$ cat config.mk
export PLATFORM = sky130hd
export DESIGN_NAME = sseg_scan_driver_flat
export DESIGN_NICKNAME = d
export VERILOG_FILES = /design/src/rtl/sseg_scan_driver_pkg.sv /design/src/rtl/sseg_scan_driver_if.sv /design/src/rtl/sseg_scan_driver_glyph_decode.sv /design/src/rtl/sseg_scan_driver.sv /design/src/flat_wrapper.sv
export SDC_FILE = /design/constraint.sdc
export NUM_CORES = 1
export LEC_CHECK = 0
export ABC_AREA = 1
export BUFFER_PORTS_ARGS = -buffer_cell sky130_fd_sc_hd__clkbuf_2
export CELL_PAD_IN_SITES_DETAIL_PLACEMENT = 0
export CELL_PAD_IN_SITES_GLOBAL_PLACEMENT = 1
export CORE_UTILIZATION = 23
export DETAILED_ROUTE_END_ITERATION = 7
export GPL_TIMING_DRIVEN = 0
export PLACE_DENSITY = 0.45
export SETUP_SLACK_MARGIN = 0.2
export SLEW_MARGIN = 20
export SYNTH_ARGS = -nofsm -noshare
export SYNTH_HDL_FRONTEND = slang
export SYNTH_HIERARCHICAL = 1
export SYNTH_SLANG_ARGS = --single-unit
$ cat constraint.sdc
create_clock -name clk -period 4.8 [get_ports clk]
set_input_delay 0.96 -clock clk [delete_from_list [all_inputs] [get_ports clk]]
set_output_delay 0.96 -clock clk [all_outputs]
set_load 0.005 [all_outputs]
$ cat src/rtl/sseg_scan_driver_pkg.sv
`default_nettype none
//============================================================================
// Module : sseg_pkg
// Brief  : Glyph codes, segment constants and the 5-bit glyph decoder
//          shared by the 7-segment display blocks.
// Rev    : 1.0  initial release
//============================================================================
package sseg_pkg;

    localparam logic [4:0] GLY_U     = 5'h10;
    localparam logic [4:0] GLY_DASH  = 5'h11;
    localparam logic [4:0] GLY_BLANK = 5'h12;
    localparam logic [4:0] GLY_N     = 5'h13;
    localparam logic [4:0] GLY_LO_O  = 5'h14;
    localparam logic [4:0] GLY_UP_O  = 5'h15;
    localparam logic [4:0] GLY_L     = 5'h16;
    localparam logic [4:0] GLY_LL    = 5'h17;

    localparam logic [6:0] SEG_OFF = 7'h7F;

    // Per-slot snapshot of one digit's attributes.
    typedef struct packed {
        logic [4:0] code;
        logic       dp;
        logic       en;
        logic       blink;
    } slot_latch_t;

    // Segments a..g in bits [6:0], active low.
    function automatic logic [6:0] seg_decode(input logic [4:0] code);
        logic [6:0] seg;
        case (code)
            5'h00:     seg = 7'b0000001;
            5'h01:     seg = 7'b1001111;
            5'h02:     seg = 7'b0010010;
            5'h03:     seg = 7'b0000110;
            5'h04:     seg = 7'b1001100;
            5'h05:     seg = 7'b0100100;
            5'h06:     seg = 7'b0100000;
            5'h07:     seg = 7'b0001111;
            5'h08:     seg = 7'b0000000;
            5'h09:     seg = 7'b0000100;
            5'h0A:     seg = 7'b0001000;
            5'h0B:     seg = 7'b1100000;
            5'h0C:     seg = 7'b0110001;
            5'h0D:     seg = 7'b1000010;
            5'h0E:     seg = 7'b0110000;
            5'h0F:     seg = 7'b0111000;
            GLY_U:     seg = 7'b1000001;
            GLY_DASH:  seg = 7'b1111110;
            GLY_BLANK: seg = 7'b1111111;
            GLY_N:     seg = 7'b0001001;
            GLY_LO_O:  seg = 7'b1100010;
            GLY_UP_O:  seg = 7'b0011100;
            GLY_L:     seg = 7'b1111001;
            GLY_LL:    seg = 7'b1001001;
            default:   seg = 7'b1111100;
        endcase
        return seg;
    endfunction

endpackage
`default_nettype wire

$ cat src/rtl/sseg_scan_driver_if.sv
`default_nettype none
//============================================================================
// Module : sseg_scan_driver_if
// Brief  : Display data in / pin drive out bundle for the scan driver.
// Rev    : 1.0  initial release
//============================================================================
interface sseg_scan_driver_if #(
    parameter int NUM_DIGITS = 3
);
    logic [5*NUM_DIGITS-1:0] digits_in;
    logic [NUM_DIGITS-1:0]   dp_in;
    logic [NUM_DIGITS-1:0]   en_in;
    logic [NUM_DIGITS-1:0]   blink_in;
    logic [3:0]              bright_in;
    logic [NUM_DIGITS-1:0]   an_out;
    logic [7:0]              sseg_out;

    // master: display-formatting logic; slave: the scan driver.
    modport master (
        output digits_in, dp_in, en_in, blink_in, bright_in,
        input  an_out, sseg_out
    );

    modport slave (
        input  digits_in, dp_in, en_in, blink_in, bright_in,
        output an_out, sseg_out
    );
endinterface
`default_nettype wire

$ cat src/rtl/sseg_scan_driver_glyph_decode.sv
`default_nettype none
//============================================================================
// Module : sseg_glyph_decode
// Brief  : Combinational 5-bit glyph code to active-low a..g segments.
// Rev    : 1.0  initial release
//============================================================================
module sseg_glyph_decode
    import sseg_pkg::*;
(
    input  wire logic [4:0] i_code,
    output logic      [6:0] o_seg
);
    assign o_seg = seg_decode(i_code);
endmodule
`default_nettype wire

$ cat src/rtl/sseg_scan_driver.sv
`default_nettype none
//============================================================================
// Module : sseg_scan_driver
// Brief  : Time-multiplexed common-anode 7-segment driver with dead time,
//          PWM brightness and per-digit blink.
// Rev    : 1.0  initial release
//============================================================================
module sseg_scan_driver
    import sseg_pkg::*;
#(
    parameter int NUM_DIGITS = 3,
    parameter int DIV_BITS   = 16,
    parameter int DEAD_CYC   = 64,
    parameter int BLINK_BITS = 24
) (
    input  wire logic         clk,
    input  wire logic         reset,
    sseg_scan_driver_if.slave disp
);
    localparam int                  c_IDX_W  = (NUM_DIGITS > 1) ? $clog2(NUM_DIGITS) : 1;
    localparam logic [DIV_BITS-1:0] c_DEAD   = DIV_BITS'(DEAD_CYC);
    localparam logic [DIV_BITS-1:0] c_SLOT_MAX = '1;
    localparam logic [c_IDX_W-1:0]  c_IDX_LAST = c_IDX_W'(NUM_DIGITS - 1);

    logic [DIV_BITS-1:0]   r_slot_cnt;
    logic [c_IDX_W-1:0]    r_idx;
    logic [BLINK_BITS-1:0] r_blink_cnt;
    slot_latch_t           r_lat;

    slot_latch_t           w_live;
    slot_latch_t           w_cur;
    logic                  w_slot_start;
    logic                  w_on;
    logic [6:0]            w_seg;
    logic [NUM_DIGITS-1:0] w_an;

    assign w_slot_start = (r_slot_cnt == '0);

    always_ff @(posedge clk or posedge reset) begin
        if (reset) begin
            r_slot_cnt  <= '0;
            r_idx       <= '0;
            r_blink_cnt <= '0;
        end else begin
            r_slot_cnt  <= r_slot_cnt + 1'b1;
            r_blink_cnt <= r_blink_cnt + 1'b1;
            if (r_slot_cnt == c_SLOT_MAX)
                r_idx <= (r_idx == c_IDX_LAST) ? '0 : r_idx + 1'b1;
        end
    end

    always_comb begin
        w_live = '{code: disp.digits_in[4:0], dp: disp.dp_in[0],
                   en: disp.en_in[0], blink: disp.blink_in[0]};
        for (int i = 1; i < NUM_DIGITS; i++) begin
            if (r_idx == c_IDX_W'(i))
                w_live = '{code: disp.digits_in[5*i +: 5], dp: disp.dp_in[i],
                           en: disp.en_in[i], blink: disp.blink_in[i]};
        end
    end

    always_ff @(posedge clk or posedge reset) begin
        if (reset)
            r_lat <= '0;
        else if (w_slot_start)
            r_lat <= w_live;
    end

    // The capture cycle itself already drives from the incoming values so
    // the output path never sees the previous digit's snapshot.
    assign w_cur = w_slot_start ? w_live : r_lat;

    assign w_on = (r_slot_cnt >= c_DEAD)
               && ((disp.bright_in == 4'hF) || (r_slot_cnt[DIV_BITS-1 -: 4] < disp.bright_in))
               && !(w_cur.blink && r_blink_cnt[BLINK_BITS-1]);

    sseg_glyph_decode u_decode (
        .i_code (w_cur.code),
        .o_seg  (w_seg)
    );

    always_comb begin
        w_an = '1;
        for (int i = 0; i < NUM_DIGITS; i++)
            w_an[i] = ~(w_on && (r_idx == c_IDX_W'(i)));
    end

    always_ff @(posedge clk or posedge reset) begin
        if (reset) begin
            disp.an_out   <= '1;
            disp.sseg_out <= 8'hFF;
        end else begin
            disp.an_out   <= w_an;
            disp.sseg_out <= w_on ? {~w_cur.dp, (w_cur.en ? w_seg : SEG_OFF)} : 8'hFF;
        end
    end

endmodule
`default_nettype wire

$ cat src/flat_wrapper.sv
// flat-port wrapper written by rule: the top's interface ports become plain ports
module sseg_scan_driver_flat import sseg_pkg::*;
#(
    parameter int NUM_DIGITS = 3,
    parameter int DIV_BITS   = 16,
    parameter int DEAD_CYC   = 64,
    parameter int BLINK_BITS = 24
)
  (clk, reset, disp_digits_in, disp_dp_in, disp_en_in, disp_blink_in, disp_bright_in, disp_an_out, disp_sseg_out);
  sseg_scan_driver_if #(.NUM_DIGITS(NUM_DIGITS)) disp_i ();
  input  wire logic clk;
  input  wire logic reset;
  input wire logic [$bits(disp_i.digits_in)-1:0] disp_digits_in;
  input wire logic [$bits(disp_i.dp_in)-1:0] disp_dp_in;
  input wire logic [$bits(disp_i.en_in)-1:0] disp_en_in;
  input wire logic [$bits(disp_i.blink_in)-1:0] disp_blink_in;
  input wire logic [$bits(disp_i.bright_in)-1:0] disp_bright_in;
  output wire logic [$bits(disp_i.an_out)-1:0] disp_an_out;
  output wire logic [$bits(disp_i.sseg_out)-1:0] disp_sseg_out;
  assign disp_i.digits_in = disp_digits_in;
  assign disp_i.dp_in = disp_dp_in;
  assign disp_i.en_in = disp_en_in;
  assign disp_i.blink_in = disp_blink_in;
  assign disp_i.bright_in = disp_bright_in;
  assign disp_an_out = disp_i.an_out;
  assign disp_sseg_out = disp_i.sseg_out;
  sseg_scan_driver #(.NUM_DIGITS(NUM_DIGITS), .DIV_BITS(DIV_BITS), .DEAD_CYC(DEAD_CYC), .BLINK_BITS(BLINK_BITS)) u_core (.clk(clk), .reset(reset), .disp(disp_i));
endmodule
# Yosys cells after proc, flatten, opt, wreduce, memory -nomap -nowiden
# Memory sizes are Yosys's and may differ from the RTL's.
# Cells that the tools add are included.
# W data, S select, Z words.
[totals]
register_bits = 61
rom_bits = 224
out_inout_bits = 11
wordCells = 39
mem_count = 1
[classes]
add_sub_neg = 3
n_lt_le_gt_ge = 2
eq_ne = 4
muxes = 6
bitwise = 4
n_reduce_logical = 10
[memory_table]
columns = ["name", "depth", "width", "read_ports", "rd_clocked_by_memory_dff", "write_ports", "line", "rtl"]
rows = [
  ["(name not given)", 32, 7, 1, 0, 0, "sseg_scan_driver_pkg.sv:32", "case (code)"],
]
[ops]
columns = ["operator", "n"]
rows = [
  ["$mux W8", 4],
  ["$add A24 B1 Y24 const B", 1],
  ["$add A16 B1 Y16 const B", 1],
  ["$eq A16 B16 Y1 const B", 1],
  ["$ge A16 B7 Y1 const B", 1],
  ["$logic_not A16 Y1", 1],
  ["$mux W7", 1],
  ["$logic_and A1 B1 Y1", 6],
  ["$eq A4 B4 Y1 const B", 1],
  ["$lt A4 B4 Y1", 1],
  ["$not A1 Y1", 4],
  ["$add A2 B1 Y2 const B", 1],
  ["$eq A2 B1 Y1 const B", 1],
  ["$eq A2 B2 Y1 const B", 1],
  ["$logic_not A2 Y1", 1],
  ["$mux W2", 1],
  ["$logic_not A1 Y1", 1],
  ["$logic_or A1 B1 Y1", 1],
]

# Longest topological paths before layout
[logic_depth]
word_depth = 9
ltp_mapped = 19
depth_no_buf = 19

# Cells and area by module
# Netlist, hierarchy kept.
[modules_own_cells]
columns = ["mod", "n_inst", "cells_per_inst", "area_per_inst_um2", "seq_area_each_um2"]
rows = [
  ["sseg_scan_driver", 1, 375, 3165.5, 1540.2],
  ["sseg_glyph_decode", 1, 77, 421.7, 0.0],
]

# Worst setup path before layout
# Ideal clock, no wire load.
[synth_path]
kind = "input to register"
from = "input port disp_digits_in[0]"
to = "register u_core.disp.sseg_out[2]"
arrival_time_ns = 2.162
slack_ns = 2.552
path_stages = 12
path_buffers = 0
cell_sequence = "nand2_1 nand3_1 o211ai_1 nand2_1 inv_1 ha_1 nand2_1 nand3_1 nand2_1 nand3_2 inv_1 nand3_1"
[synth_lines]
columns = ["element", "line", "rtl"]
rows = [
  ["start, declared", "flat_wrapper.sv:13", "input wire logic [$bits(disp_i.digits_in)-1:0] disp_digits_in;"],
  ["end signal, assigned", "sseg_scan_driver.sv:94", "disp.sseg_out <= w_on ? {~w_cur.dp, (w_cur.en ? w_seg : SEG_OFF)} : 8'hFF;"],
  ["end, declared", "sseg_scan_driver_if.sv:26", "output an_out, sseg_out"],
]

==> summary.txt <==
post-synth top area cell: dfrtp_1
Synth area leaders: dfrtp_1 (35%), nand2_1 (14%), dfstp_2 (8.1%), inv_1 (5.7%), xor2_1 (5.6%)
Starting Density: 0.236
Nets: 547
total grt overflow: 0
worst path arrival time: 2840 ps
clock latency on the worst-skew pair: 330 ps
CTS tree: yes
Top Ports: 41
clock sink total: 61
crit-path max FO: 8
die area: 16,100 sq um
CTS Hold Bufs: 0
Sequential Power Share: 0.447
Sw Ratio: 0.232
Worst Path Required: 5040 ps
die height: 127 um
period utilisation layout: 0.541
routed wire length: 8770 um
ys flop type: dfrtp_1
status: finished clean
Num CTS Buffers: 9
post-layout util: 0.283
Synth Instances: 452
Yosys cell types: 30
Final Hold Vio Count: 0
top-count cell post-synth: nand2_1
clock power share: 0.487
PwrDens: 270 nW/um^2
# DRC: 0
root buf cell: clkbuf_16
Routed Antenna Nets: 0
RSZ-0062 raised after global routing: false
LEAKAGE: 2.11 nW
Post-Syn Nets: 495
FF+latch count, synth: 61
Max Root-Sink Buffers: 2
Async SR Flop Fraction: 1.00
largest net degree at the start of global routing: 53
minimum clock period: 2590 ps
Switch Pwr: 0.270 mW
Mapped Area: 3590 sq um
min-delay worst type: reg -> reg
DR vias/cell: 4.17
Slew @ Worst Pin: 559 ps
VDD IR max: 111 uV
share of layout cells above drive strength 1: 0.208
Max Freq: 0.385 GHz
Synth Area per Inst: 7.94 sq um
Logic pwr share: 0.066
Synth top area share: 0.349
clk_skew: 9.53 ps
DR vias: 2,909
Internal: 0.894 mW
Die X-Extent: 127 um
Initial DRC Count: 95
synth warn: 6
Core Footprint: 15,200 sq um
H-tree levels: 3
first-pass GRT wire length: 15,100 um
Final setup violation count: 0
vias in the first global route: 2,940
placer congestion estimate: 0.725
Area Growth Syn to Fin: 20.1%
Clock Pin Slew Worst Setup and Hold Paths: 50 ps
Post-synth top cells: nand2_1 (134), inv_1 (54), dfrtp_1 (50)
Cells after DPL: 681
Post-synth EDFFs: 0
Pre-antenna DRT Iters: 4
maxcap violations: 0
Worst setup EP type: flip-flop
row cnt: 45
Final TNS setup: 0 ps
postcts setup bufs: 0
# port buffers: 40
global-route usage over all layers: 0.121
relative slew slack: 0.625
HPWL after DPL: 6750 um
Final Non-Filler Cells: 697
Setup Crit Path Kind: reg -> reg
post-cts resize count: 0
final slew viol count: 0
initial antenna violation count: 0
wire length per cell: 12.6 um
filler cell count: 1,699
# diodes: 0
sequential area share after synthesis: 0.429
Worst setup SP type: flip-flop
-- critical path, stage by stage (launching register included) --
cell and delay [ps]:
dfrtp_1 400, inv_1 80, ha_1 170, nand2_1 60, nor2_1 80, nand2_1 90, nor2_4 230, o211ai_1 130
nand2_1 250, inv_1 160, ha_1 370, inv_1 50, nand2_1 50, nand2_1 60, nand2_1 50, nand2_1 50
nand2_1 50, nand2_1 50, inv_1 50, nand3_1 70
-- power groups by stage --
stage          Sequential (mW)  Clock, mW  Combinational, mW
5_1_grt                  0.520      0.612             0.0896
3_5_place_dp             0.528          0             0.0790
3_3_place_gp             0.528          0             0.0763
6_report                 0.520      0.567             0.0764
2_1_floorplan            0.528          0             0.0485
4_1_cts                  0.520      0.594             0.0793
-- path summary, 6_finish.rpt --
path	start	end	slack [ps]	cells after the start
max in group asynchronous	reset	u_core/disp.sseg_out[6]	3720	3
min in group asynchronous	reset	u_core/r_slot_cnt[12]	520	2
min reg2reg	u_core/r_blink_cnt[12]	u_core/r_blink_cnt[12]	480	1
max reg2reg	u_core/r_slot_cnt[0]	u_core/disp.sseg_out[3]	2210	19
max	u_core/r_slot_cnt[0]	u_core/disp.sseg_out[3]	2210	19
min	u_core/r_blink_cnt[12]	u_core/r_blink_cnt[12]	480	1
-- registers in the layout, summed over array words and instances, names as in the netlist --
signal and flops:
u_core/disp.an_out 3, u_core/r_idx 2, u_core/r_blink_cnt 24, u_core/r_lat 8
u_core/disp.sseg_out 8, u_core/r_slot_cnt 16
-- layout by cell type (no fill, tap or decap), types with 2 or more instances in the layout --
| cell | instances |
|---|---|
| nor3_1 | 10 |
| clkbuf_16 | 9 |
| clkinv_2 | 3 |
| inv_1 | 53 |
| dfrtp_1 | 50 |
| ha_1 | 13 |
| dfstp_2 | 11 |
| clkbuf_2 | 40 |
| a21oi_1 | 3 |
| nand2_2 | 9 |
| nor2_4 | 5 |
| xnor2_1 | 5 |
| clkbuf_1 | 4 |
| nand3_1 | 36 |
| buf_2 | 2 |
| nand3_2 | 4 |
| o21ai_1 | 3 |
| nand3b_1 | 5 |
| nor2_2 | 3 |
| nand4_1 | 9 |
| xor2_1 | 23 |
| o21ai_0 | 7 |
| o211ai_1 | 8 |
| inv_2 | 7 |
| a21oi_2 | 2 |
| nor2_1 | 39 |
| nor3_2 | 3 |
| nand2_1 | 134 |
| nand2_4 | 2 |
-- metrics by stage --
| stage | worst slack, ps | cell area [sq um] | power, mW | hold slack (ps) |
|---|---|---|---|---|
| finish | 2210 | 4310 | 1.16 | 477 |
| detailed placement | 2110 | 4050 | 0.607 | 471 |
| global route | 1830 | 4310 | 1.22 | 497 |
| floorplan | 2350 | 3590 | 0.576 | 442 |
| CTS | 2110 | 4310 | 1.19 | 478 |
| global placement | 1280 | 4020 | 0.605 | 467 |
-- cell families (layout without fill, tap and decap cells) --
group | after synthesis | in the layout | synth area share
compound gates | 24 | 24 | 0.0419
xor+xnor | 28 | 28 | 0.0684
fa+ha+maj | 13 | 13 | 0.0453
buf+inv | 65 | 122 | 0.0719
flops | 61 | 61 | 0.429
simple gates | 261 | 261 | 0.343
-- routing by layer --
layer,up-vias,global-route usage,part of all wire
met5,-,0,0
met4,0,0.0546,0.018
met3,12,0.0232,0.025
met2,32,0.179,0.43
met1,1332,0.171,0.53
li1,1533,-,-
-- area by class of cell --
| class | instances | area, sq um | share of cell area |
|---|---|---|---|
| multi-input cells | 326 | 1790 | 0.415 |
| flip-flops and latches | 61 | 1540 | 0.358 |
| clock buffers | 13 | 240 | 0.0558 |
| well taps | 188 | 235 | 0.0546 |
| inverters | 61 | 231 | 0.0537 |
| repair buffers | 41 | 228 | 0.0529 |
| plain buffers | 4 | 28.8 | 0.00668 |
| clock inverters | 3 | 15.0 | 0.00349 |
Power figures use the tool's default switching activity.
